[config.mk]
export PLATFORM = sky130hd
export DESIGN_NAME = mem_spi_bridge
export DESIGN_NICKNAME = d
export VERILOG_FILES = /design/src/rtl/mem_spi_pkg.sv /design/src/rtl/spi_frame_shifter.sv /design/src/rtl/mem_spi_bridge.sv
export SDC_FILE = /design/constraint.sdc
export NUM_CORES = 1
export LEC_CHECK = 0
export CAP_MARGIN = 10
export CORE_MARGIN = 10
export CORE_UTILIZATION = 23
export CTS_BUF_LIST = sky130_fd_sc_hd__clkbuf_16
export DETAILED_ROUTE_END_ITERATION = 12
export GPL_TIMING_DRIVEN = 0
export PLACE_DENSITY = 0.42
export SYNTH_ARGS = -nofsm -noshare
export SYNTH_HDL_FRONTEND = slang
export SYNTH_SLANG_ARGS = --single-unit
[constraint.sdc]
create_clock -name clk -period 2 [get_ports clk]
set_input_delay 0.3 -clock clk [delete_from_list [all_inputs] [get_ports clk]]
set_output_delay 0.3 -clock clk [all_outputs]
set_load 0.01 [all_outputs]
[src/rtl/mem_spi_pkg.sv]
// Shared opcodes, frame size and FSM encoding for the CPU-memory to SPI SRAM bridge.
package mem_spi_pkg;

    localparam int         FRAME_BITS = 32;
    localparam logic [7:0] OP_READ    = 8'h03;
    localparam logic [7:0] OP_WRITE   = 8'h02;

    typedef enum logic [1:0] {
        IDLE  = 2'd0,
        SHIFT = 2'd1,
        DONE  = 2'd2
    } bridgeStateT;

    // {opcode, 16-bit address, data byte}; a read carries a zero data byte.
    function automatic logic [FRAME_BITS-1:0] buildFrame(
        input logic        isWrite,
        input logic [15:0] addr,
        input logic [7:0]  data
    );
        return {isWrite ? OP_WRITE : OP_READ, addr, isWrite ? data : 8'h00};
    endfunction

endpackage

[src/rtl/spi_frame_shifter.sv]
// Serialises one 32-bit SPI mode-0 frame, two clk cycles per bit, and collects MISO samples.
module spi_frame_shifter
    import mem_spi_pkg::*;
(
    input  logic                  clk,
    input  logic                  rst_n,
    input  logic                  start,
    input  logic [FRAME_BITS-1:0] frame,
    input  logic                  spi_miso,
    output logic                  spi_sck,
    output logic                  spi_mosi,
    output logic                  frameEnd,
    output logic [7:0]            rxByte
);

    logic                  busy;
    logic                  phaseB;
    logic [4:0]            bitCnt;
    logic [FRAME_BITS-1:0] txShift;

    // Last cycle of the frame: phase B of bit 0.
    assign frameEnd = busy && phaseB && (bitCnt == 5'd0);

    // NOTE: sequential state uses non-blocking assignments so every flop sees pre-edge values.
    always_ff @(posedge clk or negedge rst_n) begin
        if (!rst_n) begin
            busy     <= 1'b0;
            phaseB   <= 1'b0;
            bitCnt   <= '0;
            txShift  <= '0;
            rxByte   <= '0;
            spi_sck  <= 1'b0;
            spi_mosi <= 1'b0;
        end else if (start) begin
            busy     <= 1'b1;
            phaseB   <= 1'b0;
            bitCnt   <= 5'(FRAME_BITS - 1);
            txShift  <= frame;
            spi_sck  <= 1'b0;
            spi_mosi <= frame[FRAME_BITS-1];
        end else if (busy) begin
            if (!phaseB) begin
                // Rising SCK edge: the slave's bit is sampled here.
                phaseB  <= 1'b1;
                spi_sck <= 1'b1;
                rxByte  <= {rxByte[6:0], spi_miso};
            end else begin
                phaseB  <= 1'b0;
                spi_sck <= 1'b0;
                if (bitCnt == 5'd0) begin
                    busy     <= 1'b0;
                    spi_mosi <= 1'b0;
                end else begin
                    bitCnt   <= bitCnt - 5'd1;
                    txShift  <= txShift << 1;
                    spi_mosi <= txShift[FRAME_BITS-2];
                end
            end
        end
    end

endmodule

[src/rtl/mem_spi_bridge.sv]
// Accepts one CPU memory request at a time and runs it as a single SPI SRAM read/write frame.
module mem_spi_bridge
    import mem_spi_pkg::*;
#(
    parameter int ADDR_WIDTH = 16,
    parameter int DATA_WIDTH = 8
) (
    input  logic                  clk,
    input  logic                  rst_n,
    input  logic                  req_valid,
    input  logic                  req_write,
    input  logic [ADDR_WIDTH-1:0] req_addr,
    input  logic [DATA_WIDTH-1:0] req_wdata,
    output logic                  req_ready,
    output logic                  rsp_valid,
    output logic [DATA_WIDTH-1:0] rsp_rdata,
    output logic                  spi_cs_n,
    output logic                  spi_sck,
    output logic                  spi_mosi,
    input  logic                  spi_miso
);

    bridgeStateT           state;
    bridgeStateT           stateNext;
    logic                  isWrite;
    logic                  start;
    logic                  frameEnd;
    logic [7:0]            rxByte;
    logic [FRAME_BITS-1:0] frame;

    assign req_ready = (state == IDLE);
    assign start     = req_valid && req_ready;
    assign frame     = buildFrame(req_write, 16'(req_addr), 8'(req_wdata));

    spi_frame_shifter u_shifter (
        .clk      (clk),
        .rst_n    (rst_n),
        .start    (start),
        .frame    (frame),
        .spi_miso (spi_miso),
        .spi_sck  (spi_sck),
        .spi_mosi (spi_mosi),
        .frameEnd (frameEnd),
        .rxByte   (rxByte)
    );

    always_ff @(posedge clk or negedge rst_n) begin
        if (!rst_n) begin
            state <= IDLE;
        end else begin
            state <= stateNext;
        end
    end

    always_comb begin
        // NOTE: default assigned first so every path drives stateNext and no latch is inferred.
        stateNext = state;
        unique case (state)
            IDLE:    if (start) stateNext = SHIFT;
            SHIFT:   if (frameEnd) stateNext = DONE;
            DONE:    stateNext = IDLE;
            default: stateNext = IDLE;
        endcase
    end

    always_ff @(posedge clk or negedge rst_n) begin
        if (!rst_n) begin
            isWrite   <= 1'b0;
            spi_cs_n  <= 1'b1;
            rsp_valid <= 1'b0;
            rsp_rdata <= '0;
        end else begin
            rsp_valid <= (state == SHIFT) && frameEnd;
            if (start) begin
                isWrite  <= req_write;
                spi_cs_n <= 1'b0;
            end else if (frameEnd) begin
                spi_cs_n <= 1'b1;
            end
            // Read data is only committed at the end of a read; writes leave it untouched.
            if ((state == SHIFT) && frameEnd && !isWrite) begin
                rsp_rdata <= DATA_WIDTH'(rxByte);
            end
        end
    end

endmodule

==> reports/qor.csv <==
metric,value,unit
diodes,0,
grt_pass1_wl,12300,um
io_buffers,40,
grt_pass1_vias,2345,
yosysMostFrequentCell,dfrtp_1,
drcViolationCount,0,
final_net_count,346,
fin_skew,0.00311,ns
wire_per_inst,16.0,um
final.period_utilization,0.959,
syn_inst,258,
dp_slack,-0.304,ns
drive_above_1_share,0.187,
io_pins,42,
cts_root_buf,clkbuf_16,
antenna_found_initial,0,
grt_remaining_overflow,0,
rsz0062_at_grt,no,
synth_top_cell_by_area,dfrtp_1,
power.density,1480,nW/um2
slew_violations,0,
cp-start-kind,register,
worst_ir_drop_vdd,0.000509,V
wl,7400,um
dpl.hpwl,4870,um
cts.sinks,60,
synth_top_area_share,0.559,
p_leak,1.53,nW
ys_async_sr_fraction,1.00,
area_growth,40.0,%
worstRegToRegCells,7,
drtIter0Drc,142,
syn_area_per_cell,10.2,um2
fin_crit,1.92,ns
tritoncts,done,
drt-pass1-iter-count,4,
core,11300,um2
cp_data_arrival_time,2.12,ns
outcome,finished clean,
seq_area_frac_synth,0.569,
grt_util_all_layers,0.0930,
n_fill_cell,1206,
pwr-share-clk,0.318,
fin_cells,464,
power,5.47,mW
htreeDepth,3,
cts_buffers,9,
postCtsHoldBufs,0,
vias_per_cell,4.88,
synth_top_cells_by_area,"dfrtp_1 56%, a21oi_1 6.8%, o21ai_0 6.8%, mux2_2 6.8%, a31oi_1 5.9%",
yosys-top-cells-count,"59 x dfrtp_1, 36 x a21oi_1, 36 x o21ai_0",
fin_area,3700,um2
required,2.21,ns
maxSlewHeadroom,0.469,
vias,2266,
tns,0,ns
clk_path_buf_depth,2,
drv_cap,0,
netlist_area,2640,um2
p_seq_frac,0.372,
tightest_slew,0.796,ns
timing.fmax,0.522,GHz
hold_viol_final,0,
synth-edff-count,0,
final_util,0.327,
dp_cells,441,
critPathMaxFanout,10,
setup_viol,0,
place.gp.congestion,0.756,
p_sw,1.73,mW
synth.distinct_cells,31,
yosysWarnings,0,
die_h,127,um
switching_share,0.316,
path_clk_slew,0.05,ns
ant_nets,0,
start_util,0.233,
fp.dieW,127,um
clk_latency,0.32,ns
syn-num-nets,288,
finalWorstSetupSlack,0.0828,ns
hp-class,input pin to asynchronous set/reset pin,
place_area,3220,um2
grt_max_degree,61,
end_kind,register,
rows,39,
p_comb_frac,0.309,
p_int,3.75,mW
path_class,register to register,
hold_ws,0.0422,ns
ys_seq_elements,60,
yosys_most_used_dff,dfrtp_1,
design.die.area,16200,um2
[power groups by stage]
stage          Clock, mW  Sequential [mW]  Combinational [mW]
2_1_floorplan          0             1.97                1.05
3_3_place_gp           0             2.02                1.54
3_5_place_dp           0             2.03                1.56
4_1_cts             1.78             2.03                1.69
5_1_grt             1.82             2.11                1.93
6_report            1.74             2.04                1.69
[flip-flops by register name, indices dropped and copies added, names as in the netlist]
register            count
isWrite                 1
rsp_rdata               8
spi_cs_n                1
u_shifter.rxByte        8
u_shifter.bitCnt        5
u_shifter.txShift      31
state                   2
u_shifter.spi_mosi      1
rsp_valid               1
u_shifter.busy          1
u_shifter.spi_sck       1
[worst max-delay path, stage by stage (launching register included)]
cell and delay (ns):
dfrtp_1 0.39, inv_2 0.08, ha_4 0.12, or4b_4 0.50
buf_4 0.20, clkbuf_4 0.21, a31oi_2 0.20, a21oi_1 0.09
[area by class of cell]
type / instances / area [um2] / share of cell area
flip-flops and latches: 60 / 1500 / 0.406
multi-input cells: 171 / 1110 / 0.300
repair buffers: 47 / 454 / 0.123
clock buffers: 9 / 225 / 0.0609
well taps: 143 / 179 / 0.0484
plain buffers: 24 / 109 / 0.0294
clock inverters: 7 / 106 / 0.0288
inverters: 3 / 11.3 / 0.00305
[what timing repair did]
item	CTS	global route
gates resized for setup	18	21
gates cloned	0	0
pin swaps	2	1
setup buffers	7	0
setup endpoints to repair	46	52
[cells by family after synthesis]
group,Yosys count,share of synthesized area
buffers and inverters,27,0.0384
AO/OA/AOI/OAI,104,0.217
XOR/XNOR,1,0.00332
AND/OR/NAND/NOR,49,0.0990
multiplexers,16,0.0682
flip-flops,60,0.569
adder cells (fa/ha/maj),1,0.00474
[per-layer routing]
layer  vias up  share of wire  GRT usage
met5         -              0          0
met4         0          0.020     0.0455
met3        10          0.038     0.0227
met2        46           0.46      0.136
li1       1059              -          -
met1      1151           0.48      0.124
[path summary, 6_finish.rpt]
path,startpoint,to,slack (ns)
setup / recovery,u_shifter.bitCnt[0],u_shifter.txShift[8],0.08
hold / removal,rst_n,u_shifter.txShift[12],0.04
setup reg to reg,u_shifter.bitCnt[0],u_shifter.txShift[8],0.08
hold reg to reg,rsp_rdata[2],rsp_rdata[2],0.51
max in group asynchronous,rst_n,u_shifter.txShift[22],1.41
min in group clk,req_write,isWrite,0.41
[cells in the final DEF (no fill, tap or decap), types with 9 or more instances in the layout]
| cell type | synthesis | final |
|---|---|---|
| nand3_1 | 11 | 11 |
| dfrtp_1 | 59 | 59 |
| o21ai_0 | 36 | 36 |
| clkdlybuf4s50_1 | 0 | 39 |
| clkbuf_16 | 0 | 9 |
| a31oi_1 | 25 | 23 |
| clkbuf_1 | 20 | 12 |
| nor2_1 | 19 | 18 |
| a21oi_1 | 36 | 36 |
No activity file was read; power rests on OpenSTA's default activity.
